### src/rtl/bitwise_result_serializer.sv
// bitwise_result_serializer
//
// Downstream stage of the bitwise operation unit. Each {AND, OR, XOR}
// result triple the unit produces is buffered in a small FIFO. The triple
// then leaves as three consecutive tagged words on a valid/ready stream,
// so a single narrow consumer can take the results.
//
// Ports:
//   clk        single clock, all state updates on the rising edge
//   rst_n      asynchronous active-low reset
//   in_valid   a result triple is present on in_and/in_or/in_xor
//   in_ready   the FIFO can accept a triple this cycle
//   in_and     a & b result
//   in_or      a | b result
//   in_xor     a ^ b result
//   out_valid  out_data/out_sel/out_last are valid
//   out_ready  the consumer accepts the current word
//   out_data   current result word
//   out_sel    word tag: 0=AND, 1=OR, 2=XOR
//   out_last   high on the XOR word, the last word of its triple
//   level      triples stored, including the one being sent

module bitwise_result_serializer #(
    parameter int WIDTH = 16,
    parameter int DEPTH = 4
) (
    input  logic                     clk,
    input  logic                     rst_n,
    input  logic                     in_valid,
    output logic                     in_ready,
    input  logic [WIDTH-1:0]         in_and,
    input  logic [WIDTH-1:0]         in_or,
    input  logic [WIDTH-1:0]         in_xor,
    output logic                     out_valid,
    input  logic                     out_ready,
    output logic [WIDTH-1:0]         out_data,
    output logic [1:0]               out_sel,
    output logic                     out_last,
    output logic [$clog2(DEPTH):0]   level
);

    localparam int PTR_W = $clog2(DEPTH);
    localparam int LVL_W = PTR_W + 1;
    localparam logic [LVL_W-1:0] FULL_LEVEL = LVL_W'(DEPTH);

    typedef enum logic [1:0] {
        S_AND = 2'd0,
        S_OR  = 2'd1,
        S_XOR = 2'd2
    } phase_t;

    phase_t             phase;
    logic [PTR_W-1:0]   wr_ptr;
    logic [PTR_W-1:0]   rd_ptr;

    logic [WIDTH-1:0]   mem_and [DEPTH];
    logic [WIDTH-1:0]   mem_or  [DEPTH];
    logic [WIDTH-1:0]   mem_xor [DEPTH];

    logic push;
    logic beat;
    logic pop;

    // Handshake flags come only from registered level, so there is no
    // combinational path from in_valid to out_valid or out_ready to in_ready.
    // When full, in_ready stays low even if the head triple is popped this cycle.
    assign in_ready  = (level != FULL_LEVEL);
    assign out_valid = (level != '0);

    assign push = in_valid && in_ready;
    assign beat = out_valid && out_ready;
    assign pop  = beat && (phase == S_XOR);

    // Triple storage; contents are never observable while the FIFO is empty,
    // so no reset is needed here.
    always_ff @(posedge clk) begin
        if (push) begin
            mem_and[wr_ptr] <= in_and;
            mem_or[wr_ptr]  <= in_or;
            mem_xor[wr_ptr] <= in_xor;
        end
    end

    // Pointers wrap naturally because DEPTH is a power of two. A push and a
    // pop in the same cycle leave level unchanged.
    always_ff @(posedge clk or negedge rst_n) begin
        if (!rst_n) begin
            wr_ptr <= '0;
            rd_ptr <= '0;
            level  <= '0;
        end else begin
            if (push) begin
                wr_ptr <= wr_ptr + PTR_W'(1);
            end
            if (pop) begin
                rd_ptr <= rd_ptr + PTR_W'(1);
            end
            if (push && !pop) begin
                level <= level + LVL_W'(1);
            end else if (pop && !push) begin
                level <= level - LVL_W'(1);
            end
        end
    end

    // Word phase of the head triple. It advances only on a beat, so the word
    // is held steady under backpressure. The XOR beat pops the triple and
    // returns to S_AND, so an empty FIFO always sits in S_AND.
    always_ff @(posedge clk or negedge rst_n) begin
        if (!rst_n) begin
            phase <= S_AND;
        end else if (beat) begin
            case (phase)
                S_AND:   phase <= S_OR;
                S_OR:    phase <= S_XOR;
                S_XOR:   phase <= S_AND;
                default: phase <= S_AND;
            endcase
        end
    end

    // Output word selection from the head slot. Everything is forced to zero
    // while empty so the stream looks idle.
    always_comb begin
        out_data = '0;
        out_sel  = 2'd0;
        out_last = 1'b0;
        if (out_valid) begin
            case (phase)
                S_AND: begin
                    out_data = mem_and[rd_ptr];
                    out_sel  = 2'd0;
                end
                S_OR: begin
                    out_data = mem_or[rd_ptr];
                    out_sel  = 2'd1;
                end
                S_XOR: begin
                    out_data = mem_xor[rd_ptr];
                    out_sel  = 2'd2;
                    out_last = 1'b1;
                end
                default: begin
                    out_data = '0;
                    out_sel  = 2'd0;
                end
            endcase
        end
    end

endmodule

### config.mk
export PLATFORM = sky130hd
export DESIGN_NAME = bitwise_result_serializer
export DESIGN_NICKNAME = d
export VERILOG_FILES = /design/src/rtl/bitwise_result_serializer.sv
export SDC_FILE = /design/constraint.sdc
export NUM_CORES = 1
export LEC_CHECK = 0
export ABC_AREA = 1
export BUFFER_PORTS_ARGS = -buffer_cell sky130_fd_sc_hd__clkbuf_2
export CAP_MARGIN = 10
export CORE_MARGIN = 5
export CORE_UTILIZATION = 38
export DETAILED_ROUTE_END_ITERATION = 8
export HOLD_SLACK_MARGIN = 0.12
export PLACE_DENSITY_LB_ADDON = 0.08
export SETUP_SLACK_MARGIN = 0.1
export SYNTH_ARGS = -nofsm -noshare
export SYNTH_HDL_FRONTEND = slang
export SYNTH_SLANG_ARGS = --single-unit
### constraint.sdc
create_clock -name clk -period 4.4 [get_ports clk]
set_input_delay 0.22 -clock clk [delete_from_list [all_inputs] [get_ports clk]]
set_output_delay 0.22 -clock clk [all_outputs]
set_load 0.05 [all_outputs]
-- Yosys cells after proc, flatten, opt, wreduce, memory -nomap -nowiden
Memories as Yosys holds them, arrays and structs flattened.
Cells that the tools add are included.
- flip-flop bits (word level): 9
- word-level logic and storage cells: 35
- RAM bits: 192
- input bits: 52
- output and inout bits: 24
- memories: 3
- mux-type cells: 11
- add/subtract/negate cells: 4
- equality and inequality tests: 3
- reduce and logical (&&, ||, !) cells: 10
- memories (name ; depth ; width ; read ports ; clocked after Yosys merged registers in ; wr ports ; RTL line ; text):
    mem_and ; 4 ; 16 ; 1 ; 0 ; 1 ; 56 ; logic [WIDTH-1:0] mem_and [DEPTH];
    mem_or ; 4 ; 16 ; 1 ; 0 ; 1 ; 57 ; logic [WIDTH-1:0] mem_or [DEPTH];
    mem_xor ; 4 ; 16 ; 1 ; 0 ; 1 ; 58 ; logic [WIDTH-1:0] mem_xor [DEPTH];
- operator list (kind ; count):
    case mux 16 bit (3 select lines) ; 1
    two-way mux 16 bit ; 1
    case mux 2 bit (2 select lines) ; 2
    two-way mux 3 bit ; 2
    logical AND 1 bit ; 5
    adder 2 x 1 -> 2 bit, second input constant ; 2
    two-way mux 1 bit ; 4
    adder 3 x 1 -> 3 bit, second input constant ; 1
    != test 3 bit, second input constant ; 1
    nonzero test 3 bit ; 1
    subtractor 3 x 1 -> 3 bit, second input constant ; 1
    == test 2 x 1 -> 1 bit, second input constant ; 1
    == test 2 bit, second input constant ; 1
    zero test 1 bit ; 2
    zero test 2 bit ; 1
    two-way mux 2 bit ; 1
    nonzero test 2 bit ; 1

-- Logic depth before layout (Yosys ltp)
Gate-level depths: netlist of the first run.
- word-level depth: 6
- gate-level depth with buffers: 11

-- Worst setup path after synthesis of the first run
OpenSTA, ideal clock, no wires.
- path type: register -> register
- from: register level[1]
- to: memory mem_and[0][0] (enable)
- cell stages (with the launch flop): 5
- data required time: 3.946 ns
- arrival: 3.449 ns
- setup time: 0.454 ns
- slack: 0.497 ns
- cells stage by stage: dfrtp_1 nor2_1 nand2_1 nand2_1 nor2_1
- word-level cells in the longest chain between the ends: 4
- ends and longest elaborated chain (what ; RTL line ; text):
    start, declared ; 39 ; output logic [$clog2(DEPTH):0] level
    start signal, assigned ; 99 ; level <= level + LVL_W'(1);
    start signal, assigned ; 101 ; level <= level - LVL_W'(1);
    != test 3 bit ; 67 ; assign in_ready = (level != FULL_LEVEL);
    named net in_ready ; 30 ; output logic in_ready,
    logical AND 1 bit ; 70 ; assign push = in_valid && in_ready;
    two-way mux 1 bit ; 77 ; if (push) begin
    two-way mux 1 bit (not written as such) ; 78 ; mem_and[wr_ptr] <= in_and;
    end, declared ; 56 ;
The timed path passes the listed nets, and every way through them passes these cells.

-- Worst setup path in the final report of the first run
- from: register rd_ptr[0]
- to: output port out_data[5]
- word-level cells in the longest chain between the ends: 3
- elaborated cells on any way between the ends: 5
- those cells by class: mux (2); memory (3)
- ends and longest elaborated chain (what ; RTL line ; text):
    start, declared ; 54 ; logic [PTR_W-1:0] rd_ptr;
    start signal, assigned ; 96 ; rd_ptr <= rd_ptr + PTR_W'(1);
    memory read (4 x 16 bit), on equally long branches ; -- ;
    case mux 16 bit (3 select lines) * ; 129 ; case (phase)
    two-way mux 16 bit * ; 128 ; if (out_valid) begin
    end, declared ; 36 ; output logic [WIDTH-1:0] out_data,
Mark *: on every way between the ends. The rest lies on a longest branch, timed or not.

==> summary.txt, run 1 <==
Routed vias: 6,056
M2 GR Usage: 27.5%
Pwr dens: 698 mW/mm2
Crit share post-route: 67.2%
Cell taking the most area after synthesis: edfxtp_1
Via density: 4.43
Root Driver: clkbuf_16
Largest net degree at the start of global routing: 98
#FFs+latches synth: 201
PostCTS Resize Cnt: 0
DRT iter0 DRCs: 270
Final WL: 21.7 mm
Required @ worst endpoint: 4.18 ns
RSZ-0062 raised after global routing: false
RR Startpoint: level[1]
Setup bufs post-CTS: 0
Fmax: 338 MHz
R2R depth: 5
Worst path arrival time: 2.74 ns
Clk Latency, worst-skew pair: 0.50 ns
Gr usage total: 16.4%
Dpl hpwl: 12.7 mm
Proportion of layout cells with a drive suffix above 1: 11.8%
Syn Inst Count: 913
Slew headroom: 41.4%
Slew @ Worst Pin: 0.878 ns
# H-tree levels: 1
DP Cell Count: 1,281
YS warnings: 0
Worst Setup End Kind: primary output
Status: completed
Final max-slew violation count: 0
GRT Max-Usage Layer: met2
Synth Net Count: 971
Worst VDD drop: 545 uV
Wire per inst: 15.8 um
Worst hold path startpoint: in_valid
Die width: 164 um
Post-route ant nets: 0
GR Layer Usage met3: 2.66%
Final GP Congestion: 0.738
Die area: 0.0268 mm2
Initial antenna violation count: 1
Vias in the first global route: 6,087
Final net count: 1,096
Top post-synthesis cells by area: edfxtp_1 64%, nand2_1 13%, inv_1 9.2%
Initial Utilization: 38.4%
Leakage: 5.07 nW
Most common cell after layout, fill and taps aside: nand2_1
Io pins: 76
Final Skew: 0.00835 ns
Longest Clk Path Bufs: 3
Max cap viols: 0
Setup TNS: 0 ns
Hold violation count in the final report: 0
Worst hold path class: in -> reg
Yosys cell types: 20
Clock transition at the registers of the reported paths: 0.06 ns
Critical path startpoint category: flop
Num CTS Buffers: 23
Reg2reg setup slack: 2.11 ns
Hold depth: 3
Crit-path max FO: 97
Post-Syn Area: 0.00898 mm2
Hold Path Sink: wr_ptr[0]
Sink Count: 201
Final setup vio count: 0
Gr ovfl total: 0
I/O Buffers: 75
Worst reg2reg path endpoint: mem_or[0][6]
First-pass GRT wire length: 33.9 mm
Commonest non-fill, non-tap cells in the layout: 313 x nand2_1, 219 x inv_1, 192 x edfxtp_1, 113 x nand3_1, 75 x clkbuf_2
Setup CP Type: reg -> out
Row count: 56
Residual DRC count: 0
Seq/Total Area, Yosys: 66.7%
Total core area: 0.0234 mm2
Number of diodes: 0
Synthesized area per cell: 9.84 um2
TritonCTS clock tree: yes
Post-synth top area share: 64.2%
Final worst path period need: 2.96 ns
Pre-Repair DR Iteration Count: 4
Die Ht: 164 um
Finished Layout Cells: 1,368
Layout Area Growth over Synthesis: 20.9%
Hold slack: 0.314 ns
M1 GR Usage: 22.2%
[how the worst max path moves through the flow]
stage          cells past startpoint  startpoint  slack [ns]             to
3_3_place_gp                      10   rd_ptr[0]        1.97    out_data[6]
6_report                          10   rd_ptr[0]        1.44    out_data[5]
2_1_floorplan                      4    level[1]        0.50  mem_and[0][0]
5_1_grt                            9   rd_ptr[0]        1.26    out_data[5]
4_1_cts                           10   rd_ptr[0]        1.41    out_data[6]
3_5_place_dp                      10   rd_ptr[0]        1.96    out_data[6]
[Yosys cell counts]
library cell,number
buf_2,22
o21ai_0,2
xnor2_1,2
nand3_1,113
nand2_1,313
nor2_2,1
ha_1,5
clkbuf_1,6
fa_1,1
xor2_1,3
inv_2,3
nor2_1,11
inv_1,219
dfrtp_1,9
mux2_2,1
edfxtp_1,192
buf_4,3
nor3_1,1
buf_6,5
a21oi_1,1
[cell type report]
class                   count  area (um2)
clock buffers              26         587
flip-flops and latches    201        5990
clock inverters            10        92.6
inverters                 222         833
fillers                  2270       12500
multi-input cells         454        1980
well taps                 319         399
repair buffers            136         973
[power breakdown]
group	leakage, nW	switching [mW]	internal, mW
Clock	0.332	0.718	1.06
Combinational	2.88	2.33	0.780
Sequential	1.86	0.155	2.53
[kinds of logic after synthesis]
family / after synthesis / share of synthesized area [%]
muxes: 1 / 0.125
adders and majority gates: 6 / 0.919
xor gates and xnor gates: 5 / 0.488
buffers and inverters: 258 / 11.6
DFF: 201 / 66.7
AOI/OAI and AO/OA: 3 / 0.167
and+or+nand+nor: 439 / 20.0
[sequential cells by signal (all words and copies together) (netlist names)]
| name | flops |
|---|---|
| wr_ptr | 2 |
| level | 3 |
| mem_and | 64 |
| mem_or | 64 |
| rd_ptr | 2 |
| mem_xor | 64 |
| phase | 2 |
[critical path, stage by stage, from the launching register on]
cell and delay (ns):
dfrtp_2 0.82, inv_2 0.10, buf_12 0.26, nand2_1 0.13, nand3_1 0.07, nand2_1 0.10
nand2_1 0.09, nand3_1 0.14, nand2_1 0.09, inv_1 0.09, clkbuf_2 0.27
[layer usage]
metal / share of wire, % / vias up / wire length (um)
met1: 46 / 2838 / 9970
met5: 0.060 / - / 13
li1: - / 3065 / -
met3: 3.8 / 41 / 813
met4: 2.5 / 2 / 532
met2: 48 / 110 / 10300
[what timing repair did]
item | 4_1_cts | 5_1_grt
hold buffers | 51 | 0
endpoints found under the setup margin | 0 | 0
hold endpoints to repair | 205 | 0
[stage by stage]
step / setup WS (ns) / util [%] / total power [mW] / area, um2
2_1_floorplan: 0.497 / - / 4.99 / 8980
3_3_place_gp: 1.97 / 41.3 / 5.87 / 9670
3_5_place_dp: 1.96 / 41.3 / 5.87 / 9670
4_1_cts: 1.41 / 46.4 / 7.72 / 10900
5_1_grt: 1.26 / 46.4 / 8.11 / 10900
6_report: 1.44 / 46.4 / 7.58 / 10900
Note: power is estimated with default switching activity, not from simulation.
==> run 2, diff against run 1 <==
Clock period 4.4 ns to 3 ns, I/O delays scaled along.
==> run 2 against run 1 <==
Die area unchanged. Register-to-register slack got worse by 1.3 ns. Highest routed layer is now met4. Largest power group unchanged. Sequential share of layout area decreased by 0.63 points. Core utilization increased by 0.54 points. Combinational power increased by 54%. Clock power increased by 48%. Sequential power increased by 43%. Worst setup slack got worse by 1.0 ns. Critical path depth unchanged. Worst hold slack got worse by 0.066 ns.
==> summary.txt, run 2 (same netlist as run 1, synthesis figures left out) <==
Status: completed
Leakage: 5.13 nW
RR Startpoint: level[0]
Die width: 164 um
Area of the multi-input gates: 0.00198 mm2
CP Buf/Inv Count: 4
Initial Utilization: 38.4%
Routed vias: 5,966
M2 GR Usage: 27.0%
Worst reg2reg path endpoint: level[1]
Worst Setup SP: rd_ptr[0]
M1 GR Usage: 22.6%
Worst VDD drop: 932 uV
CP max stage cell: dfrtp_2
Worst Setup End Kind: primary output
Longest Clk Path Bufs: 3
Final worst path period need: 2.58 ns
Setup CP Type: reg -> out
Pwr dens: 1030 mW/mm2
Fillers: 2,289
Initial antenna violation count: 0
Final Skew: 0.00931 ns
Clock transition at the registers of the reported paths: 0.06 ns
Io pins: 76
Crit-path max FO: 22
Final non-filler cell area: 0.0110 mm2
Required @ worst endpoint: 2.85 ns
Setup bufs post-CTS: 0
Crit path capture: out_data[12]
Slew @ Worst Pin: 0.807 ns
Layout Area Growth over Synthesis: 22.3%
Regs by FF count: mem_and: 64 flops, mem_or: 64 flops, mem_xor: 64 flops
Die area: 0.0268 mm2
TritonCTS clock tree: yes
Critical path's top delay family: buffers and inverters
Pre-Repair DR Iteration Count: 4
Slew headroom: 46.2%
Total core area: 0.0234 mm2
Final GP Congestion: 0.762
Placed inst area: 0.00977 mm2
Crit share post-route: 86.2%
R2R depth: 8
Gr ovfl total: 0
# H-tree levels: 1
Critical Path Stages: 10
Gr usage total: 16.1%
First-pass GRT wire length: 33.5 mm
Dpl hpwl: 12.1 mm
Via density: 4.33
Vias in the first global route: 5,895
Hold violation count in the final report: 0
Max cap viols: 0
Final Util: 46.9%
Sink Count: 201
Critical path startpoint category: flop
Row count: 56
Clk Latency, worst-skew pair: 0.50 ns
Reg2reg setup slack: 0.78 ns
Worst hold path class: in -> reg
CP peak stage delay: 0.43 ns
Root Driver: clkbuf_16
Commonest non-fill, non-tap cells in the layout: 313 x nand2_1, 219 x inv_1, 192 x edfxtp_1, 113 x nand3_1, 75 x clkbuf_2
Num CTS Buffers: 23
Wire per inst: 15.2 um
Power, Total: 11.3 mW
Largest net degree at the start of global routing: 98
GR Layer Usage met3: 1.93%
Worst path arrival time: 2.43 ns
Post-route ant nets: 0
GRT Max-Usage Layer: met2
Final WL: 21.0 mm
Number of diodes: 0
DRT iter0 DRCs: 317
Worst path cell trace: inv_2 > buf_4 > nand2_1 > nand3_1 > nand2_1 > nand2_1 > nand3_1 > nand2_1 > inv_1 > clkbuf_2
Die Ht: 164 um
I/O Buffers: 75
Residual DRC count: 0
Proportion of layout cells with a drive suffix above 1: 12.6%
Setup TNS: 0 ns
Worst path most repeated cell: nand2_1
Final setup vio count: 0
Final net count: 1,102
FF/Latch Area: 0.00599 mm2
Most common cell after layout, fill and taps aside: nand2_1
Final max-slew violation count: 0
Fmax: 387 MHz
RSZ-0062 raised after global routing: false
run 2: cell count changes in the layout (fill, tap and decap cells not counted):
| cell | before | now |
|---|---|---|
| clkinv_2 | 2 | 5 |
| clkbuf_1 | 3 | 4 |
| buf_4 | 9 | 10 |
| buf_12 | 1 | 6 |
run 2: layer usage:
layer | wire (um) | vias up | part of all wire [%]
met5 | 0 | - | 0
met4 | 500 | 0 | 2.4
met3 | 872 | 29 | 4.2
met2 | 10100 | 110 | 48
met1 | 9540 | 2747 | 45
li1 | - | 3080 | -
run 2: report_power, final:
part	internal, mW	leakage, nW	switching (mW)	total, mW
clock network	1.57	0.345	1.06	2.63
logic	1.26	2.93	3.54	4.79
registers	3.71	1.86	0.151	3.86
run 2: layout make-up:
type	count	share of cell area (%)
flip-flops and latches	201	54.6
multi-input cells	454	18.0
repair buffers	142	9.84
inverters	222	7.59
clock buffers	27	5.38
well taps	319	3.63
clock inverters	13	0.980
run 2: worst register-to-register path: stages (launching register included):
cell	delay (ns)
dfrtp_1	0.44
nor2_1	0.11
nand2_1	0.07
nand2_1	0.36
inv_1	0.14
ha_1	0.22
inv_1	0.09
fa_1	0.41
mux2_2	0.26
run 2: how the worst min path moves through the flow:
stage	start	endpoint	cells past startpoint
global placement	rst_n	wr_ptr[0]	1
finish	in_valid	wr_ptr[0]	3
floorplan	rst_n	level[0]	0
global route	in_valid	wr_ptr[0]	3
detailed placement	rst_n	wr_ptr[0]	1
CTS	in_valid	wr_ptr[0]	3
run 2: timing repair:
action,in CTS,in global routing
endpoints found under the hold margin,205,0
resized for setup,0,0
hold buffers,51,0
run 2: per-stage QoR:
step	hold WS, ns	worst slack (ns)	std cells
after floorplan	-0.146	-0.163	913
after global placement	0.0312	0.789	1287
after detailed placement	0.0319	0.769	1287
after CTS	0.233	0.349	1378
after global routing	0.266	0.238	1378
final	0.248	0.415	1378
==> run 3, diff against run 2 <==
Settings changed: CTS_CLUSTER_DIAMETER from default to 100, GPL_TIMING_DRIVEN from default to 0.
==> run 3 against run 2 <==
Worst setup slack worse by 0.11 ns. Non-clock buffer count up 27. Flip-flop and latch count stayed put. Cell area is 2.1% higher. Global-route usage up 0.85 points. Clock-buffer cell count grew 6. Routed wire length is 4.4% higher. Critical endpoint is now out_data[14]. First-iteration DRC count decreased by 6.0%.
==> summary.txt, run 3 (same netlist as run 1, synthesis figures left out) <==
DRT iter0 DRCs: 298
Final Skew: 0.0171 ns
Pwr dens: 1050 mW/mm2
Setup TNS: 0 ns
Total core area: 0.0234 mm2
Worst hold path startpoint: in_valid
Slew headroom: 42.3%
TritonCTS clock tree: yes
Final max-slew violation count: 0
Pre-Repair DR Iteration Count: 4
Worst Setup SP: rd_ptr[1]
Row count: 56
Via density: 4.31
Die Ht: 164 um
Number of diodes: 0
I/O Buffers: 75
Largest net degree at the start of global routing: 27
DP Cell Count: 1,314
Gr usage total: 17.0%
# H-tree levels: 1
Setup CP Type: reg -> out
Dpl hpwl: 14.7 mm
RR Startpoint: level[0]
Die width: 164 um
Critical path startpoint category: flop
Slew @ Worst Pin: 0.864 ns
Longest Clk Path Bufs: 3
Final worst path period need: 2.70 ns
Setup bufs post-CTS: 0
Final net count: 1,130
Clk Latency, worst-skew pair: 0.51 ns
Layout Area Growth over Synthesis: 24.8%
Final WL: 21.9 mm
Post-route ant nets: 0
Initial antenna violation count: 0
Worst hold path class: in -> reg
Wire per inst: 15.5 um
First-pass GRT wire length: 34.5 mm
Fmax: 371 MHz
Crit share post-route: 89.9%
RSZ-0062 raised after global routing: false
Hold slack: 0.239 ns
Routed vias: 6,070
Initial Utilization: 38.4%
Residual DRC count: 0
Worst path arrival time: 2.55 ns
Leakage: 5.27 nW
Worst VDD drop: 1000 uV
Finished Layout Cells: 1,408
Gr ovfl total: 0
Die area: 0.0268 mm2
Proportion of layout cells with a drive suffix above 1: 14.1%
Crit-path max FO: 10
Vias in the first global route: 6,092
Status: completed
Most common cell after layout, fill and taps aside: nand2_1
Io pins: 76
Hold violation count in the final report: 0
Max cap viols: 0
Commonest non-fill, non-tap cells in the layout: 313 x nand2_1, 219 x inv_1, 192 x edfxtp_1, 113 x nand3_1, 75 x clkbuf_2
Root Driver: clkbuf_16
Final GP Congestion: 0.744
Regs by FF count: mem_and: 64 flops, mem_or: 64 flops, mem_xor: 64 flops
Worst Setup End Kind: primary output
Clock transition at the registers of the reported paths: 0.06 ns
Num CTS Buffers: 24
Sink Count: 201
Final setup vio count: 0
Fillers: 2,274
Required @ worst endpoint: 2.85 ns
run 3: cell count changes in the layout (fill, tap and decap cells not counted), sizes merged:
cell	before	now
clkbuf	102	114
inv	222	223
buf	16	37
clkinv	11	7
run 3: report_power, final:
part / leakage (nW) / internal (mW) / total [mW] / switching, mW
clock network: 0.371 / 1.69 / 2.77 / 1.08
registers: 1.86 / 3.71 / 3.86 / 0.152
logic: 3.03 / 1.37 / 5.09 / 3.72
run 3: stage by stage:
step | utilization (%) | power [mW] | instance area (um2) | setup WS, ns
floorplan | - | 7.32 | 8990 | -0.163
global placement | 41.7 | 8.93 | 9770 | -0.705
detailed placement | 42.5 | 9.07 | 9940 | 0.682
CTS | 47.9 | 11.9 | 11200 | 0.259
global route | 47.9 | 12.6 | 11200 | 0.117
finish | 47.9 | 11.7 | 11200 | 0.304
run 3: worst paths after layout:
path | to | slack, ns | cells after the start
setup reg to reg | mem_xor[3][9] | 0.73 | 5
setup / recovery | out_data[14] | 0.30 | 9
min in group asynchronous | level[2] | 0.63 | 3
hold reg to reg | level[2] | 0.52 | 1
max in group asynchronous | phase[1] | 2.06 | 3
hold / removal | wr_ptr[0] | 0.24 | 3
run 3: what timing repair did:
action / 4_1_cts / 5_1_grt
endpoints found under the setup margin: 0 / 0
hold buffers: 51 / 0
resized for setup: 0 / 0
endpoints found under the hold margin: 205 / 0
run 3: layer usage:
metal / vias up / routed length [um] / global-route usage, %
li1: 3144 / - / -
met1: 2787 / 10000 / 23.1
met2: 108 / 10500 / 29.0
met3: 31 / 1060 / 2.38
met4: 0 / 340 / 3.93
met5: - / 0 / 0
run 3: critical path, cell delays in order (launching register included):
cell and delay, ns:
dfrtp_1 0.44, inv_2 0.10, clkbuf_1 0.54, nand3_1 0.14, nand2_1 0.17, nand2_1 0.08, nand3_1 0.16, nand2_1 0.07
inv_1 0.07, clkbuf_2 0.27
run 3: area by class of cell:
type,count,area [um2],share of cell area (%)
Sequential cell,201,5990,53.4
Multi-Input combinational cell,454,1980,17.6
Timing Repair Buffer,133,1040,9.29
Inverter,222,833,7.43
Clock buffer,33,656,5.85
Tap cell,319,399,3.56
Buffer,36,211,1.89
Clock inverter,10,100,0.893
